## src/rtl/gt_link_ctrl.sv

```systemverilog
// GT bring-up and link-supervision FSM in the init clock domain.
// Sequences full/RX-only GT resets with timeouts, bounded retries and link qualification.
module gt_link_ctrl #(
   parameter int unsigned RST_PULSE_CYCLES = 128,
   parameter int unsigned TX_TIMEOUT       = 2000000,
   parameter int unsigned RX_TIMEOUT       = 4000000,
   parameter int unsigned LINKUP_STABLE    = 1024,
   parameter int unsigned MAX_RX_RETRIES   = 4,
   parameter int unsigned RETRY_W          = 8
) (
   input  logic               init_clk,
   input  logic               rst,
   input  logic               tx_good,
   input  logic               rx_good,
   output logic               gt_reset_all,
   output logic               gt_rx_reset,
   output logic               link_up,
   output logic [RETRY_W-1:0] retry_cnt,
   output logic [2:0]         state_o
);

   localparam int unsigned TMax0    = (TX_TIMEOUT > RX_TIMEOUT) ? TX_TIMEOUT : RX_TIMEOUT;
   localparam int unsigned TMax     = (TMax0 > RST_PULSE_CYCLES) ? TMax0 : RST_PULSE_CYCLES;
   localparam int unsigned TimerW   = (TMax > 1) ? $clog2(TMax) : 1;
   localparam int unsigned StableW  = (LINKUP_STABLE > 1) ? $clog2(LINKUP_STABLE) : 1;
   localparam int unsigned RxRetryW = $clog2(MAX_RX_RETRIES + 1);

   typedef logic [TimerW-1:0]   timer_t;
   typedef logic [StableW-1:0]  stable_t;
   typedef logic [RxRetryW-1:0] rx_retry_t;

   localparam timer_t    RstLast     = timer_t'(RST_PULSE_CYCLES - 1);
   localparam timer_t    TxLast      = timer_t'(TX_TIMEOUT - 1);
   localparam timer_t    RxLast      = timer_t'(RX_TIMEOUT - 1);
   localparam stable_t   StableLast  = stable_t'(LINKUP_STABLE - 1);
   localparam rx_retry_t RxRetryLast = rx_retry_t'(MAX_RX_RETRIES - 1);

   typedef enum logic [2:0] {
      StRst    = 3'd0,
      StWaitTx = 3'd1,
      StWaitRx = 3'd2,
      StRxRst  = 3'd3,
      StUp     = 3'd4
   } state_e;

   state_e    state_q, state_d;
   timer_t    timer_q, timer_d;
   stable_t   stable_q, stable_d;
   rx_retry_t rx_retry_q, rx_retry_d;
   logic      retry_inc;

   always_comb begin
      state_d    = state_q;
      timer_d    = timer_q;
      stable_d   = stable_q;
      rx_retry_d = rx_retry_q;
      retry_inc  = 1'b0;
      case (state_q)
         StRst: begin
            if (timer_q == RstLast) begin
               state_d    = StWaitTx;
               timer_d    = '0;
               rx_retry_d = '0;
            end else begin
               timer_d = timer_q + 1'b1;
            end
         end
         StWaitTx: begin
            if (tx_good) begin
               state_d  = StWaitRx;
               timer_d  = '0;
               stable_d = '0;
            end else if (timer_q == TxLast) begin
               state_d   = StRst;
               timer_d   = '0;
               retry_inc = 1'b1;
            end else begin
               timer_d = timer_q + 1'b1;
            end
         end
         StWaitRx: begin
            if (!tx_good) begin
               state_d   = StRst;
               timer_d   = '0;
               retry_inc = 1'b1;
            end else if (rx_good && stable_q == StableLast) begin
               // Qualification beats a timeout expiring in the same cycle.
               state_d    = StUp;
               timer_d    = '0;
               rx_retry_d = '0;
            end else if (timer_q == RxLast) begin
               timer_d   = '0;
               retry_inc = 1'b1;
               if (rx_retry_q >= RxRetryLast) begin
                  state_d = StRst;
               end else begin
                  state_d    = StRxRst;
                  rx_retry_d = rx_retry_q + 1'b1;
               end
            end else begin
               timer_d  = timer_q + 1'b1;
               stable_d = rx_good ? stable_q + 1'b1 : '0;
            end
         end
         StRxRst: begin
            if (!tx_good) begin
               state_d   = StRst;
               timer_d   = '0;
               retry_inc = 1'b1;
            end else if (timer_q == RstLast) begin
               state_d  = StWaitRx;
               timer_d  = '0;
               stable_d = '0;
            end else begin
               timer_d = timer_q + 1'b1;
            end
         end
         StUp: begin
            if (!tx_good) begin
               state_d   = StRst;
               timer_d   = '0;
               retry_inc = 1'b1;
            end else if (!rx_good) begin
               state_d    = StRxRst;
               timer_d    = '0;
               rx_retry_d = rx_retry_t'(1);
               retry_inc  = 1'b1;
            end
         end
         default: begin
            state_d = StRst;
            timer_d = '0;
         end
      endcase
   end

   // Outputs decode the next state so they change together with state_q.
   always_ff @(posedge init_clk or posedge rst) begin
      if (rst) begin
         state_q      <= StRst;
         timer_q      <= '0;
         stable_q     <= '0;
         rx_retry_q   <= '0;
         gt_reset_all <= 1'b1;
         gt_rx_reset  <= 1'b0;
         link_up      <= 1'b0;
         retry_cnt    <= '0;
      end else begin
         state_q      <= state_d;
         timer_q      <= timer_d;
         stable_q     <= stable_d;
         rx_retry_q   <= rx_retry_d;
         gt_reset_all <= (state_d == StRst);
         gt_rx_reset  <= (state_d == StRxRst);
         link_up      <= (state_d == StUp);
         if (retry_inc && retry_cnt != '1) begin
            retry_cnt <= retry_cnt + 1'b1;
         end
      end
   end

   assign state_o = state_q;

endmodule

```

## config.mk

```make
export PLATFORM = sky130hd
export DESIGN_NAME = gt_link_ctrl
export DESIGN_NICKNAME = d
export VERILOG_FILES = /design/src/rtl/gt_link_ctrl.sv
export SDC_FILE = /design/constraint.sdc
export NUM_CORES = 1
export LEC_CHECK = 0
export CELL_PAD_IN_SITES_DETAIL_PLACEMENT = 1
export CELL_PAD_IN_SITES_GLOBAL_PLACEMENT = 1
export CORE_MARGIN = 4
export CORE_UTILIZATION = 41
export DETAILED_ROUTE_END_ITERATION = 7
export GPL_TIMING_DRIVEN = 1
export PLACE_DENSITY_LB_ADDON = 0.1
export SKIP_CTS_REPAIR_TIMING = 1
export SLEW_MARGIN = 20
export SYNTH_ARGS = -nofsm -noshare
export SYNTH_HDL_FRONTEND = slang
export SYNTH_SLANG_ARGS = --single-unit
```

## constraint.sdc

```tcl
create_clock -name init_clk -period 2.35 [get_ports init_clk]
set_input_delay 0.47 -clock init_clk [delete_from_list [all_inputs] [get_ports init_clk]]
set_output_delay 0.47 -clock init_clk [all_outputs]
set_load 0.05 [all_outputs]
```

## After elaboration in Yosys (flattened, before gate mapping)

Index checks and enable logic that the tools add are counted.

| cells by class | value |
|---|---|
| $add $sub $neg | 4 |
| order comparisons | 1 |
| equal/unequal tests | 23 |
| reduce and logical (&&, ||, !) cells | 8 |
| muxes and demuxes | 47 |

Operators with widths:

| kind | count |
|---|---|
| 2-to-1 mux 22 bit | 9 |
| one-hot mux 22 bit (5 select lines) | 1 |
| 2-to-1 mux 10 bit | 7 |
| 2-to-1 mux 3 bit | 17 |
| one-hot mux 10 bit (3 select lines) | 1 |
| adder 22 x 1 -> 22 bit, second input constant | 1 |
| equality test 22 x 21 -> 1 bit, second input constant | 1 |
| equality test 22 bit, second input constant | 1 |
| equality test 22 x 7 -> 1 bit, second input constant | 1 |
| inequality test 2 bit, second input constant | 9 |
| one-hot mux 3 bit (5 select lines) | 1 |
| AND reduction 7 bit | 2 |
| adder 10 x 1 -> 10 bit, second input constant | 1 |
| equality test 10 bit, second input constant | 1 |
| equality test 3 x 2 -> 1 bit, second input constant | 3 |
| inequality test 3 bit, second input constant | 3 |
| one-hot mux 3 bit (3 select lines) | 1 |
| adder 8 x 1 -> 8 bit, second input constant | 1 |
| 2-to-1 mux 1 bit | 8 |
| inequality test 8 bit, second input constant | 1 |
| equality test 3 bit, second input constant | 2 |
| logical NOT 3 bit | 2 |
| nonzero test 3 bit | 2 |
| one-hot mux 1 bit (4 select lines) | 1 |
| other kinds (5) | 6 |

| word-level totals | value |
|---|---|
| bits in registers | 49 |
| logic and storage cells | 91 |
| bits of input ports | 4 |

## Longest topological paths before layout

| logic depth | value |
|---|---|
| word-level depth | 7 |
| depth in mapped cells | 9 |
| depth with buffers taken out | 7 |

## Worst setup path after synthesis

No wires, ideal clock.

| timing | value |
|---|---|
| path type | register to register |
| start point | reg state_q[2], in the netlist state_o[2] |
| end point | reg retry_cnt[1] |
| period minus slack after synthesis | 2343 ps |
| arrival | 2218 ps |
| library setup time | 125 ps |
| setup slack | 7 ps |
| stages on the path, launching flop included | 8 |
| cell sequence | dfrtp_1 nand2b_1 clkbuf_1 a21o_1 a21oi_1 a221oi_2 nand2b_4 mux2_2 |

| on the way | value |
|---|---|
| cells in the longest elaborated chain, start to end | 3 |
| elaborated cells between the ends (all ways) | 6 |
| classes of those cells | eq/ne (4); mux (1); reduce/logical (1) |

Ends and longest elaborated chain:

| element | line | source |
|---|---|---|
| from (decl) | 46 | `state_e state_q, state_d;` |
| from (signal assigned) | 140 | `state_q <= StRst;` |
| from (signal assigned) | 149 | `state_q <= state_d;` |
| equality test 3 bit, or another cell as far along | 58 | `case (state_q)` |
| one-hot mux 1 bit (4 select lines) * | 58 |  |
| logical AND 1 bit * | 156 | `if (retry_inc && retry_cnt != '1) begin` |
| to (signal assigned) | 157 | `retry_cnt <= retry_cnt + 1'b1;` |
| to (decl) | 18 | `output logic [RETRY_W-1:0] retry_cnt,` |

Every way passes the cells marked *; elsewhere a longest branch is shown, timed or not.
A chain may end at the register's enable or synchronous reset.

## Final worst setup path

| timing | value |
|---|---|
| start point | reg timer_q[9] |
| end point | reg gt_rx_reset |

| on the way | value |
|---|---|
| cells in the longest elaborated chain, start to end | 6 |
| elaborated cells between the ends (all ways) | 13 |
| classes of those cells | eq/ne (4); mux (9) |

Ends and longest elaborated chain:

| element | line | source |
|---|---|---|
| from (decl) | 47 | `timer_t timer_q, timer_d;` |
| from (signal assigned) | 150 | `timer_q <= timer_d;` |
| equality test 22 bit | 91 | `end else if (timer_q == RxLast) begin` |
| 2-to-1 mux 3 bit | 91 |  |
| 2-to-1 mux 3 bit | 86 | `end else if (rx_good && stable_q == StableLast) begin` |
| 2-to-1 mux 3 bit | 82 | `if (!tx_good) begin` |
| one-hot mux 3 bit (5 select lines) * | 58 |  |
| via state_d[0] | 46 |  |
| equality test 3 x 2 -> 1 bit * | 154 | `gt_rx_reset <= (state_d == StRxRst);` |
| to (signal assigned) | 154 |  |
| to (decl) | 16 | `output logic gt_rx_reset,` |

The timed path passes the listed nets; every way through them passes the cells marked *.

==> results <==
-- worst max-delay path by stage --
stage / end
2_1_floorplan: retry_cnt[1]$_DFFE_PP0P_
3_3_place_gp: retry_cnt[1]$_DFFE_PP0P_
3_5_place_dp: retry_cnt[1]$_DFFE_PP0P_
4_1_cts: gt_reset_all$_DFF_PP1_
5_1_grt: retry_cnt[7]$_DFFE_PP0P_
6_report: gt_rx_reset$_DFF_PP0_
-- cell type report --
cell class | count | area, µm² | share of cell area [%]
Tap cell | 96 | 120.1 | 3.252
Timing Repair Buffer | 66 | 551.8 | 14.94
Sequential cell | 49 | 1227 | 33.23
Inverter | 9 | 33.78 | 0.9146
Clock inverter | 2 | 38.79 | 1.050
Multi-Input combinational cell | 269 | 1649 | 44.65
Clock buffer | 6 | 72.57 | 1.965
-- worst reg2reg max path: cells and delay by family, from the launching register on --
family          cells  cell delay (ps)
compound gates      2              490
mux                 1              300
simple gates        3             1020
flops               1              400
-- cell usage after synthesis (all sizes together) (9+ instances only) --
master  instances
nand4          10
and3            9
inv             9
dfrtp          48
o22ai          14
o21ai          25
nor2           31
nand2          55
nand3          16
clkbuf         10
nor3           11
and2           10
-- registers in the layout, indices dropped and copies added, names as in the netlist --
| signal | count |
|---|---|
| timer_q | 22 |
| stable_q | 10 |
| retry_cnt | 8 |
| rx_retry_q | 3 |
| state_o | 3 |
| gt_reset_all | 1 |
| gt_rx_reset | 1 |
| link_up | 1 |
-- logic make-up after synthesis --
| group | after synthesis |
|---|---|
| muxes | 5 |
| buffers and inverters | 21 |
| and+or+nand+nor | 175 |
| AOI/OAI and AO/OA | 70 |
| DFF | 49 |
| adders and majority gates | 5 |
| xor gates and xnor gates | 14 |
-- cell usage in the layout (no fill, tap or decap), types with 4 or more instances in the layout --
cell	n
inv_1	8
buf_4	48
o22ai_1	12
o31ai_1	4
clkdlybuf4s50_1	16
nand3_1	16
nand2_1	55
nor4_1	4
nand4_1	10
ha_1	4
xor2_1	7
a21oi_1	7
nor2_1	30
and2_1	9
dfrtp_1	48
nor2b_1	7
clkbuf_8	5
xnor2_1	7
nand2b_1	4
nor3_1	10
o21ai_0	25
and3_1	8
-- per-layer routing --
| layer | global-route usage, % | vias up | routed length (µm) |
|---|---|---|---|
| li1 | - | 1337 | - |
| met1 | 26.68 | 1390 | 3864 |
| met2 | 35.40 | 24 | 4044 |
| met3 | 3.117 | 7 | 152 |
| met4 | 5.569 | 0 | 100 |
| met5 | 0 | - | 0 |
-- power groups by stage --
stage / sequential (µW) / clock, µW / combinational (µW)
6_report: 1030 / 619 / 457
5_1_grt: 1040 / 674 / 515
4_1_cts: 1020 / 642 / 441
3_5_place_dp: 1040 / 0 / 440
3_3_place_gp: 1030 / 0 / 419
2_1_floorplan: 1070 / 0 / 200
-- metrics by stage --
stage	setup TNS (ps)	std cells	worst slack, ps	util [%]
finish	0	497	21.68	54.07
global route	-130.6	497	-59.19	54.07
CTS	-462.5	493	-136.6	52.82
detailed placement	-536.6	485	-107.9	51.19
global placement	-72.67	485	-51.86	51.19
floorplan	0	339	6.786	-
==> results_dict.tcl <==
set metrics [dict create \
    area.growth.synth_to_final_pct 26.97 \
    seq_area_frac_synth_pct 42.19 \
    worstPathMaxFanout 4 \
    clkLatencyLatePin_ps 310 \
    detail_route.wirelength_um 8163 \
    drc 0 \
    critPathLaunch "timer_q[9]$_DFFE_PP0P_" \
    end_kind "flip-flop" \
    drtPass1Iterations 4 \
    numCtsBuffers 5 \
    ff2ff_setup_slack_ps 20 \
    ys_seq_elements 49 \
    yosysTopAreaCellShare_pct 41.29 \
    power.switching_fraction_pct 29.97 \
    worst_path_max_delay_cell "or4_4" \
    yosys_warnings 0 \
    worstPathRequired_ps 2540 \
    fin_worst_skew_ps 12.39 \
    synth-adder-area-share_pct 2.151 \
    global_route.overflow_total 0 \
    gp_routability_congestion 0.8059 \
    report.final.slew_viol_count 0 \
    synth_async_sr_flop_share_pct 100.0 \
    synth_edf_count 0 \
    gr-usage-all-layers_pct 20.50 \
    synth_cell_types 54 \
    worst_setup_path_start_kind "flip-flop" \
    critical_path.cell_chain "or4_4, nor4_4, and3_4, mux2_4, a221o_1, o311a_1" \
    worstReg2RegEnd "gt_rx_reset$_DFF_PP0_" \
    layout_worst_path_cycle_share_pct 99.08 \
    arrival_ps 2510 \
    power_density_nw_per_um2 568.9 \
    final_antenna_net_count 0 \
    power.share.combinational_pct 21.7 \
    post_drt_via_cell_ratio 5.549 \
    final_layout_size_suffix_gt1_share_pct 20.20 \
    synth.net_count 348 \
    synth.largest_area_cell "dfrtp_1" \
    detailedPlacementHpwl_um 6054 \
    tightestPinTransition_ps 537.7 \
    maximum_number_of_pins_on_one_net_before_global_route_repair 31 \
    timing.setup.critical_path_class "reg2reg" \
    timing.rr.start "timer_q[9]$_DFFE_PP0P_" \
    mappedNetlistArea_um2 2909 \
    cellInternalPower_uw 1472 \
    part_of_the_power_in_the_clock_network_pct 29.4 \
    worst_ir_drop_vdd_mv 0.4040 \
    fp.coreArea_um2 6832 \
    power_uw 2101 \
    min-delay-path-class "in2async" \
    io-pin-count 18 \
    reg2reg_depth 6 \
    cp_slowest_stage_delay_ps 560 \
    maxSlewHeadroom_pct 63.82 \
    finalInstanceArea_um2 3694 \
    fin_hold_ws_ps 491.4 \
    max_clock_freq_mhz 429.5 \
    synth_top_family_by_area "simple AND/OR/NAND/NOR gates" \
    register_clock_pin_slew_on_the_reported_worst_setup_and_hold_paths_ps 100 \
    grt_first_pass_wirelength_um 14150 \
    critical_path.n_buffers_inverters 0 \
    syn_area_per_cell_um2 8.581 \
    synthFlopType "dfrtp_1" \
    synth-xor-area-share_pct 4.215 \
    path_depth 6 \
    power.switching_uw 629.7 \
    dieWidth_um 92.24 \
    cts_num_sinks 49 \
    power.share.sequential_pct 48.8 \
    drt_iter0_markers 98 \
    buffer_ports.inserted 17 \
    initial_antenna_violation_count 0 \
    max_cap_violations 0 \
    synth_simple_gate_area_share_pct 30.88 \
    leading_cell_types_by_total_area_after_synthesis "dfrtp_1 (41%), nand2_1 (7.1%), o21ai_0 (4.3%)" \
    critical_path.top_delay_family "simple AND/OR/NAND/NOR gates" \
    outcome "complete, no violations" \
    antenna_cells_inserted 0 \
    grt_pass1_vias 2889 \
    via_count 2758 \
    synth_compound_area_share_pct 15.78 \
    number_of_placement_rows 30 \
    initial_utilization_pct 42.58 \
    n_fill_cell 830 \
    grt_setup_unrepaired "yes" \
    cts_root_buf "clkbuf_8" \
    place_area_um2 3497 \
    finalHoldViolations 0 \
    post_synth_inst_count 339 \
    tritoncts_clock_tree "built" \
    clock_path_buffers 2 \
    period_needed_ps 2328 \
    fin_nets 409 \
    die-area_um2 8507 \
    power_leakage_uw 0.001613 \
    maximum_level_of_the_cts_h_tree 2 \
    setup-violations-final 0 \
    die_h_um 92.24 \
    routedWlPerCell_um 16.42 \
    synth_mux_area_share_pct 1.892 \
]
Note: power is estimated with default switching activity, not from simulation.
